## src/rtl/freq_meter.sv

```systemverilog
// rtl/freq_meter.sv - gated rising-edge counter reporting input frequency per window
module freq_meter #(
    parameter int GATE_CYCLES = 50000000,
    parameter int CNT_W       = 26
) (
    input  logic             clk50m,
    input  logic             rst_n,
    input  logic             en,
    input  logic             sig_in,
    output logic [CNT_W-1:0] freq,
    output logic             freq_valid,
    output logic             ovf,
    output logic             gate
);
    localparam int               GCW  = $clog2(GATE_CYCLES);
    localparam logic [GCW-1:0]   LAST = GCW'(GATE_CYCLES - 1);
    localparam logic [CNT_W-1:0] MAXC = {CNT_W{1'b1}};

    typedef enum logic [1:0] {
        IDLE    = 2'd0,
        ARM     = 2'd1,
        MEASURE = 2'd2
    } state_t;

    logic             s1_q, s2_q, s3_q;
    logic             sig_rise;
    state_t           state_q;
    logic             arm_cnt_q;
    logic [GCW-1:0]   gate_cnt_q;
    logic [CNT_W-1:0] edge_cnt_q, edge_cnt_d;
    logic             sat_q, sat_d;
    logic [CNT_W-1:0] freq_q;
    logic             freq_valid_q, ovf_q, gate_q;

    always_ff @(posedge clk50m or negedge rst_n) begin
        if (!rst_n) begin
            s1_q <= 1'b0;
            s2_q <= 1'b0;
            s3_q <= 1'b0;
        end else begin
            s1_q <= sig_in;
            s2_q <= s1_q;
            s3_q <= s2_q;
        end
    end

    assign sig_rise = s2_q & ~s3_q;

    // Saturating count including the current cycle's edge; also used for the final window cycle.
    always_comb begin
        edge_cnt_d = edge_cnt_q;
        sat_d      = sat_q;
        if (sig_rise) begin
            if (edge_cnt_q == MAXC) begin
                sat_d = 1'b1;
            end else begin
                edge_cnt_d = edge_cnt_q + CNT_W'(1);
            end
        end
    end

    always_ff @(posedge clk50m or negedge rst_n) begin
        if (!rst_n) begin
            state_q      <= IDLE;
            arm_cnt_q    <= 1'b0;
            gate_cnt_q   <= '0;
            edge_cnt_q   <= '0;
            sat_q        <= 1'b0;
            freq_q       <= '0;
            freq_valid_q <= 1'b0;
            ovf_q        <= 1'b0;
            gate_q       <= 1'b0;
        end else begin
            freq_valid_q <= 1'b0;
            case (state_q)
                IDLE: begin
                    arm_cnt_q  <= 1'b0;
                    gate_cnt_q <= '0;
                    edge_cnt_q <= '0;
                    sat_q      <= 1'b0;
                    gate_q     <= 1'b0;
                    if (en) begin
                        state_q <= ARM;
                    end
                end
                ARM: begin
                    if (!en) begin
                        state_q   <= IDLE;
                        arm_cnt_q <= 1'b0;
                    end else if (arm_cnt_q) begin
                        state_q    <= MEASURE;
                        gate_q     <= 1'b1;
                        arm_cnt_q  <= 1'b0;
                        gate_cnt_q <= '0;
                        edge_cnt_q <= '0;
                        sat_q      <= 1'b0;
                    end else begin
                        arm_cnt_q <= 1'b1;
                    end
                end
                MEASURE: begin
                    if (gate_cnt_q == LAST) begin
                        freq_q       <= edge_cnt_d;
                        ovf_q        <= sat_d;
                        freq_valid_q <= 1'b1;
                        gate_cnt_q   <= '0;
                        edge_cnt_q   <= '0;
                        sat_q        <= 1'b0;
                        if (!en) begin
                            state_q <= IDLE;
                            gate_q  <= 1'b0;
                        end
                    end else if (!en) begin
                        // Partial window is dropped; published result stays untouched.
                        state_q    <= IDLE;
                        gate_q     <= 1'b0;
                        gate_cnt_q <= '0;
                        edge_cnt_q <= '0;
                        sat_q      <= 1'b0;
                    end else begin
                        gate_cnt_q <= gate_cnt_q + GCW'(1);
                        edge_cnt_q <= edge_cnt_d;
                        sat_q      <= sat_d;
                    end
                end
                default: begin
                    state_q <= IDLE;
                    gate_q  <= 1'b0;
                end
            endcase
        end
    end

    assign freq       = freq_q;
    assign freq_valid = freq_valid_q;
    assign ovf        = ovf_q;
    assign gate       = gate_q;

endmodule

```

## config.mk

```make
export PLATFORM = sky130hd
export DESIGN_NAME = freq_meter
export DESIGN_NICKNAME = d
export VERILOG_FILES = /design/src/rtl/freq_meter.sv
export SDC_FILE = /design/constraint.sdc
export NUM_CORES = 1
export LEC_CHECK = 0
export ABC_CLOCK_PERIOD_IN_PS = 4000
export CELL_PAD_IN_SITES_DETAIL_PLACEMENT = 0
export CELL_PAD_IN_SITES_GLOBAL_PLACEMENT = 1
export CORE_MARGIN = 5
export CORE_UTILIZATION = 53
export DETAILED_ROUTE_END_ITERATION = 12
export DONT_BUFFER_PORTS = 1
export GPL_TIMING_DRIVEN = 0
export PLACE_DENSITY = 0.82
export SYNTH_ARGS = -nofsm -noshare
export SYNTH_HDL_FRONTEND = slang
export SYNTH_SLANG_ARGS = --single-unit
```

## constraint.sdc

```tcl
create_clock -name clk50m -period 4 [get_ports clk50m]
set_clock_uncertainty 0.1 [all_clocks]
set_input_delay 0.8 -clock clk50m [delete_from_list [all_inputs] [get_ports clk50m]]
set_output_delay 0.8 -clock clk50m [all_outputs]
set_load 0.03 [all_outputs]
```

==> flow_summary.json <==
{
  "maxCapViolations": 0,
  "die_h_um": 103,
  "clkTransAtPathRegs_ns": 0.09,
  "fill_cells": 780,
  "path_max_fanout": 10,
  "synth_top_family_by_area": "simple AND/OR/NAND/NOR gates",
  "antenna_cells": 0,
  "max_stage_delay_ns": 1.17,
  "viasPerCell": 6.16,
  "cts_made_buffers": 9,
  "yosys-top-cells-count": "dfrtp_1 (88), nand2_1 (50), o21ai_0 (43), a21oi_1 (33), nor2_1 (26)",
  "finalCritPeriodShare_pct": 77.9,
  "grt_max_degree": 89,
  "clkLatencyLatePin_ns": 0.37,
  "hold_violations": 0,
  "yosys_warnings": 0,
  "avgSynthCellArea_um2": 9.47,
  "cp-start-kind": "flip-flop",
  "arrival_ns": 3.27,
  "drt-total-wl_um": 11200,
  "drive_gt1_share_pct": 6.15,
  "drtAntennaViolNets": 0,
  "met1_usage_pct": 30.0,
  "grt_setup_unrepaired": "false",
  "hold_path_class": "primary input to asynchronous set/reset pin",
  "wl_per_cell_um": 18.3,
  "gp_congestion": 0.890,
  "dieArea_um2": 10700,
  "busiest_layer": "met2",
  "grt_pass1_wl_um": 18400,
  "final.setup.tns_ns": 0,
  "post_cts_resized": 0,
  "cts-root-buf": "clkbuf_8",
  "grtUsageMet3_pct": 4.09,
  "area_growth_pct": 7.46,
  "synth_cell_types": 55,
  "synth_edf_count": 0,
  "synth-async-reset-ratio_pct": 100,
  "post-place-ws_ns": 0.903,
  "cts_tree": "built",
  "slew_viol_final": 0,
  "critPathKind": "flip-flop to flip-flop",
  "synth-seq-cells": 88,
  "synth_fa_ha_area_share_pct": 0.542,
  "grt_use_total_pct": 22.4,
  "hpwl_um": 7580,
  "finalCriticalPeriod_ns": 3.12,
  "pin_count": 33,
  "synth_ff_type": "dfrtp_1",
  "crit_slowest_cell": "o311ai_0",
  "synth_area_um2": 4610,
  "grt-ovfl-total": 0,
  "numClockSinks": 88,
  "crit_chain": "nor4b_1 -> nand4_1 -> o311ai_0 -> buf_2 -> o21ai_0 -> a21o_1",
  "io_buffers": 0,
  "path_buf_inv": 1,
  "setup_slack_ns": 0.885,
  "drc_errors": 0,
  "fmax_mhz": 321,
  "row_count": 34,
  "first_pass_iters": 5,
  "path_delay_family": "compound AO/OA/AOI/OAI gates",
  "synth_top_area_share_pct": 47.7,
  "die_w_um": 103,
  "core_area_um2": 8590,
  "grtUsageMet2_pct": 36.2,
  "end_kind": "flip-flop",
  "synth_seq_area_share_pct": 47.7,
  "r2r_slack_ns": 0.88,
  "post_cts_buffers": 0,
  "totalPowerFinal_mw": 1.61,
  "yosysMostFrequentCell": "dfrtp_1",
  "vdd_ir_drop_max_uv": 167,
  "grt_pass1_vias": 3585,
  "routed-via-count": 3768,
  "synth-xor-area-share_pct": 7.40,
  "status": "completed",
  "synth_compound_area_share_pct": 17.8,
  "start_util_pct": 53.7,
  "syn-instance-count": 487,
  "p_per_area_nw_per_um2": 324,
  "required_ns": 4.15,
  "yosys.area.top_type": "dfrtp_1",
  "holdBufCountCts": 0,
  "p_leak_nw": 1.96,
  "htreeDepth": 3,
  "syn-num-nets": 493,
  "synth_simple_gate_area_share_pct": 22.2,
  "drt_first_iter_violations": 173,
  "fin_nets": 505,
  "worst_pin_slew_ns": 1.35,
  "grt_antenna_before_repair": 0,
  "finalSetupViolCount": 0,
  "cts_buffer_depth": 2,
  "slew_headroom_pct": 8.82,
  "muxShareOfSynthArea_pct": 0.651,
  "synth_area_leaders": "dfrtp_1 (48%), o21ai_0 (4.7%), xnor2_1 (4.4%)"
}
==> state kept, by name (all words and copies together) (netlist names) <==
name / flops
s2_q: 1
ovf: 1
edge_cnt_q: 26
sat_q: 1
gate_cnt_q: 26
state_q: 2
freq: 26
s1_q: 1
s3_q: 1
gate: 1
freq_valid: 1
arm_cnt_q: 1
==> worst register-to-register path: cells and delay by family (launching register included) <==
| kind | cells | cell delay [ns] |
|---|---|---|
| DFF | 1 | 0.45 |
| buffers and inverters | 1 | 0.41 |
| and+or+nand+nor | 2 | 0.55 |
| AOI/OAI and AO/OA | 3 | 1.49 |
==> metal layers <==
| layer | routed length (um) | vias up |
|---|---|---|
| li1 | - | 1806 |
| met4 | 248 | 0 |
| met3 | 467 | 22 |
| met5 | 0 | - |
| met2 | 5380 | 105 |
| met1 | 5080 | 1835 |
==> kinds of logic after synthesis <==
family          count (synthesis)
buf+inv                        41
flops                          88
fa+ha+maj                       2
xor+xnor                       39
compound gates                131
mux                             3
simple gates                  183
==> path summary, 6_finish.rpt <==
| check | start | endpoint | cells past startpoint |
|---|---|---|---|
| max | gate_cnt_q[16]$_DFFE_PN0P_ | edge_cnt_q[13]$_DFFE_PN0P_ | 6 |
| min reg2reg | s1_q$_DFF_PN0_ | s2_q$_DFF_PN0_ | 0 |
| max in group asynchronous | rst_n | edge_cnt_q[2]$_DFFE_PN0P_ | 1 |
| min | rst_n | edge_cnt_q[7]$_DFFE_PN0P_ | 0 |
| min in group clk50m | s1_q$_DFF_PN0_ | s2_q$_DFF_PN0_ | 0 |
| max reg2reg | gate_cnt_q[16]$_DFFE_PN0P_ | edge_cnt_q[13]$_DFFE_PN0P_ | 6 |
==> final cells by class <==
type	instances	area (um2)	area share, %
tap	108	135	2.73
inverter	12	45.0	0.909
timing repair buffer	1	10.0	0.202
multi-input combinational	358	2240	45.2
buffer	29	124	2.50
clock inverter	4	53.8	1.09
sequential	88	2200	44.4
clock buffer	12	145	2.93
==> power by group <==
group | switching (mW) | total, mW | leakage (nW) | internal (mW)
combinational | 0.0450 | 0.0638 | 0.650 | 0.0188
sequential | 0.0101 | 0.906 | 1.22 | 0.896
clock | 0.328 | 0.636 | 0.0928 | 0.308
==> through the flow <==
stage | instance area [um2] | hold slack (ns) | std cells | util (%)
6_report | 4960 | 0.0199 | 612 | 57.7
5_1_grt | 4960 | 0.00139 | 612 | 57.7
4_1_cts | 4950 | 0.00598 | 611 | 57.6
3_5_place_dp | 4750 | 0.235 | 595 | 55.3
3_3_place_gp | 4750 | 0.245 | 595 | 55.3
2_1_floorplan | 4610 | 0.231 | 487 | -
==> cells in the final DEF (no fill, tap or decap), types with 3 or more instances in the layout <==
cell      Yosys  routed
mux2i_1       3       3
a31oi_1      18      18
o21a_1        4       4
and4_1       11      11
xor2_1       16      16
xnor2_1      23      23
or4_1         4       4
o211ai_1      4       4
nor3_1        8       8
nor2b_1       5       5
nand2_1      50      50
nor2_1       26      26
dfrtp_1      88      88
a22o_1        3       3
nor4b_1       4       4
nand3_1      23      23
nand4_1      20      20
nand2b_1      7       7
buf_2         6       6
inv_1        12      12
clkbuf_1     22      24
clkbuf_8      0      10
nor4_1        3       3
a211o_1       5       5
a21oi_1      33      33
o21ai_0      43      43
or3_1         3       3
and3_1        5       5
and2_1        3       3
No activity file was read; power rests on OpenSTA's default activity.
==> RTL change (same flow settings) <==
`CNT_W`: 26 -> 18.
--- a/src/rtl/freq_meter.sv
+++ b/src/rtl/freq_meter.sv
@@ -3,3 +3,3 @@
     parameter int GATE_CYCLES = 50000000,
-    parameter int CNT_W       = 26
+    parameter int CNT_W       = 18
 ) (
Ports: changed (resized freq); port bits go from 33 to 25. The function was not compared with the original's and may differ.
==> RTL change against the unedited design <==
- count of clock-buffer cells in the layout is 1 higher
- area after synthesis is 19% lower
- worst setup slack better by 0.93 ns
- global-route usage is 2.1 points lower
- cell area is 19% lower
- critical path type unchanged
- via count is 24% lower
- sequential cell count is 16 lower
- critical path depth is 1 lower
- total power is 19% lower
- synthesized cell count is 21% lower
- final cell count is 19% lower
- wire length is 28% lower
- utilization is 1.3 points higher
==> RTL change: results (changes against the unedited design) <==
| Metric | Value |
|---|---|
| CP max stage cell | `nor4_1` |
| Worst-Skew Late Latency | `0.34 ns (-0.03 ns)` |
| DRT met1 WL | `3.63 mm (-29%)` |
| Placed wire-length estimate | `5.62 mm (-26%)` |
| Worst Setup EP | `freq[16]$_DFFE_PN0P_` |
| Post-Syn Instances | `386 (-21%)` |
| Via count | `2849 (-24%)` |
| Initial DRT Pass Iterations | `4 (-1)` |
| Met1 Track Usage GR | `24.4% (-5.6 points)` |
| Vias in the first global route | `2877 (-20%)` |
| Critical-path maximum fanout | `4 (-6)` |
| Slew Limit Fails | `0 (unchanged)` |
| Ys async rst share | `100% (unchanged)` |
| Avg WL per Cell | `16.3 µm (-11%)` |
| Routed wl met2 | `4.07 mm (-24%)` |
| Met2 usage in global routing | `34.2% (-2.0 points)` |
| CP Data Arrival Time | `2.32 ns (-0.95 ns)` |
| Nets@finish | `403 (-20%)` |
| Critical Path Source Type | `flop` |
| Dpl cells | `482 (-19%)` |
| Worst reg-to-reg path cell count | `5 (-1)` |
| Starting DRT DRC Count | `139 (-20%)` |
| DP Area | `3860 µm² (-19%)` |
| Post-CTS resize count | `0 (unchanged)` |
| Netlist cell types | `53 (-3.6%)` |
| Diodes inserted | `0 (unchanged)` |
| Vias per inst | `5.72 (-7.1%)` |
| Min Tclk post-route | `2.19 ns (-0.927 ns)` |
| Hold Crit Class | `input port to asynchronous set/reset pin` |
| Share of layout cells above drive strength 1 | `11.7% (+5.5 points)` |
| Top post-synthesis cells by count | `72 x dfrtp_1, 40 x nand2_1, 36 x nor2_1` |
| Final Wtd Congestion | `0.852 (-4.3%)` |
| Clk root buf | `clkbuf_8` |
| Inserted Clock Buffers | `9 (unchanged)` |
| Total grt overflow | `0 (unchanged)` |
| Synth warn | `0 (unchanged)` |
| Pre-CTS setup slack | `1.67 ns (+0.765 ns)` |
| Max Root-Sink Buffers | `2 (unchanged)` |
| Grt met3 use | `5.77% (+1.7 points)` |
| Worst R2R Setup Slack | `1.81 ns (+0.93 ns)` |
| Sequential fraction of the synthesis area | `48.1% (+0.38 points)` |
| Top post-synthesis cells by area | `dfrtp_1 48%, xor2_1 5.4%, nand2_1 4.0%` |
| First-pass GRT wire length | `14.0 mm (-24%)` |
| Switching fraction of total power | `23.6% (-0.29 points)` |
| Largest net degree at the start of global routing | `73 (-18%)` |
| Slew margin rel. | `51.3% (+43 points)` |
| Crit-path leading delay family | `simple AND/OR/NAND/NOR gates` |
| Biggest register | `gate_cnt_q` |
| WL met3 | `240 µm (-49%)` |
| CP peak stage delay | `0.58 ns (-0.59 ns)` |
| FF-to-FF Start | `gate_cnt_q[1]$_DFFE_PN0P_` |
| Total Routing Usage GR | `20.3% (-2.1 points)` |
| Leak | `1.68 nW (-15%)` |
| Outcome | `complete, no violations` |
| Worst vdd ir | `0.000257 V (+53%)` |
| Number of flip-flops in the largest register | `26` |
| # H-tree levels | `3 (unchanged)` |
[RTL change: cell types whose count changed after synthesis, sizes merged, moves of 5 or more]
cell and delta:
and4 -5, a21oi -7, o21ai -12, a211o -5, dfrtp -16, nand2 -10
a31oi -6, xnor2 -13, clkbuf -15, nor2 +11, xor2 +7
[RTL change: cell families after synthesis]
| family | count (synthesis) | share of synthesized area, % |
|---|---|---|
| simple gates | 163 | 23.8 |
| compound gates | 86 | 14.8 |
| flops | 72 | 48.1 |
| xor+xnor | 33 | 7.72 |
| buf+inv | 26 | 3.81 |
| mux | 4 | 1.17 |
| fa+ha+maj | 2 | 0.668 |
[RTL change: worst min-delay path by stage]
stage / end / slack (ns) / cells after the start
2_1_floorplan: s2_q$_DFF_PN0_ / 0.23 / 0
3_3_place_gp: s2_q$_DFF_PN0_ / 0.24 / 0
3_5_place_dp: s2_q$_DFF_PN0_ / 0.24 / 0
4_1_cts: freq_valid$_DFF_PN0_ / 0.03 / 0
5_1_grt: freq[3]$_DFFE_PN0P_ / 0.01 / 0
6_report: freq[9]$_DFFE_PN0P_ / 0.05 / 0
[RTL change: cell type report]
cell class / instances / area [µm²]
multi-input combinational: 288 / 1800
buffer: 18 / 113
fill: 606 / 2800
tap: 96 / 120
inverter: 8 / 30.0
sequential: 72 / 1800
clock inverter: 3 / 17.5
clock buffer: 13 / 149
[RTL change: power by group through the flow]
| stage | logic [W] | clock network, W | registers (W) |
|---|---|---|---|
| 6_report | 0.0000489 | 0.000507 | 0.000738 |
| 5_1_grt | 0.0000540 | 0.000556 | 0.000738 |
| 4_1_cts | 0.0000491 | 0.000520 | 0.000738 |
| 3_5_place_dp | 0.0000489 | 0 | 0.000752 |
| 3_3_place_gp | 0.0000485 | 0 | 0.000752 |
| 2_1_floorplan | 0.0000370 | 0 | 0.000751 |
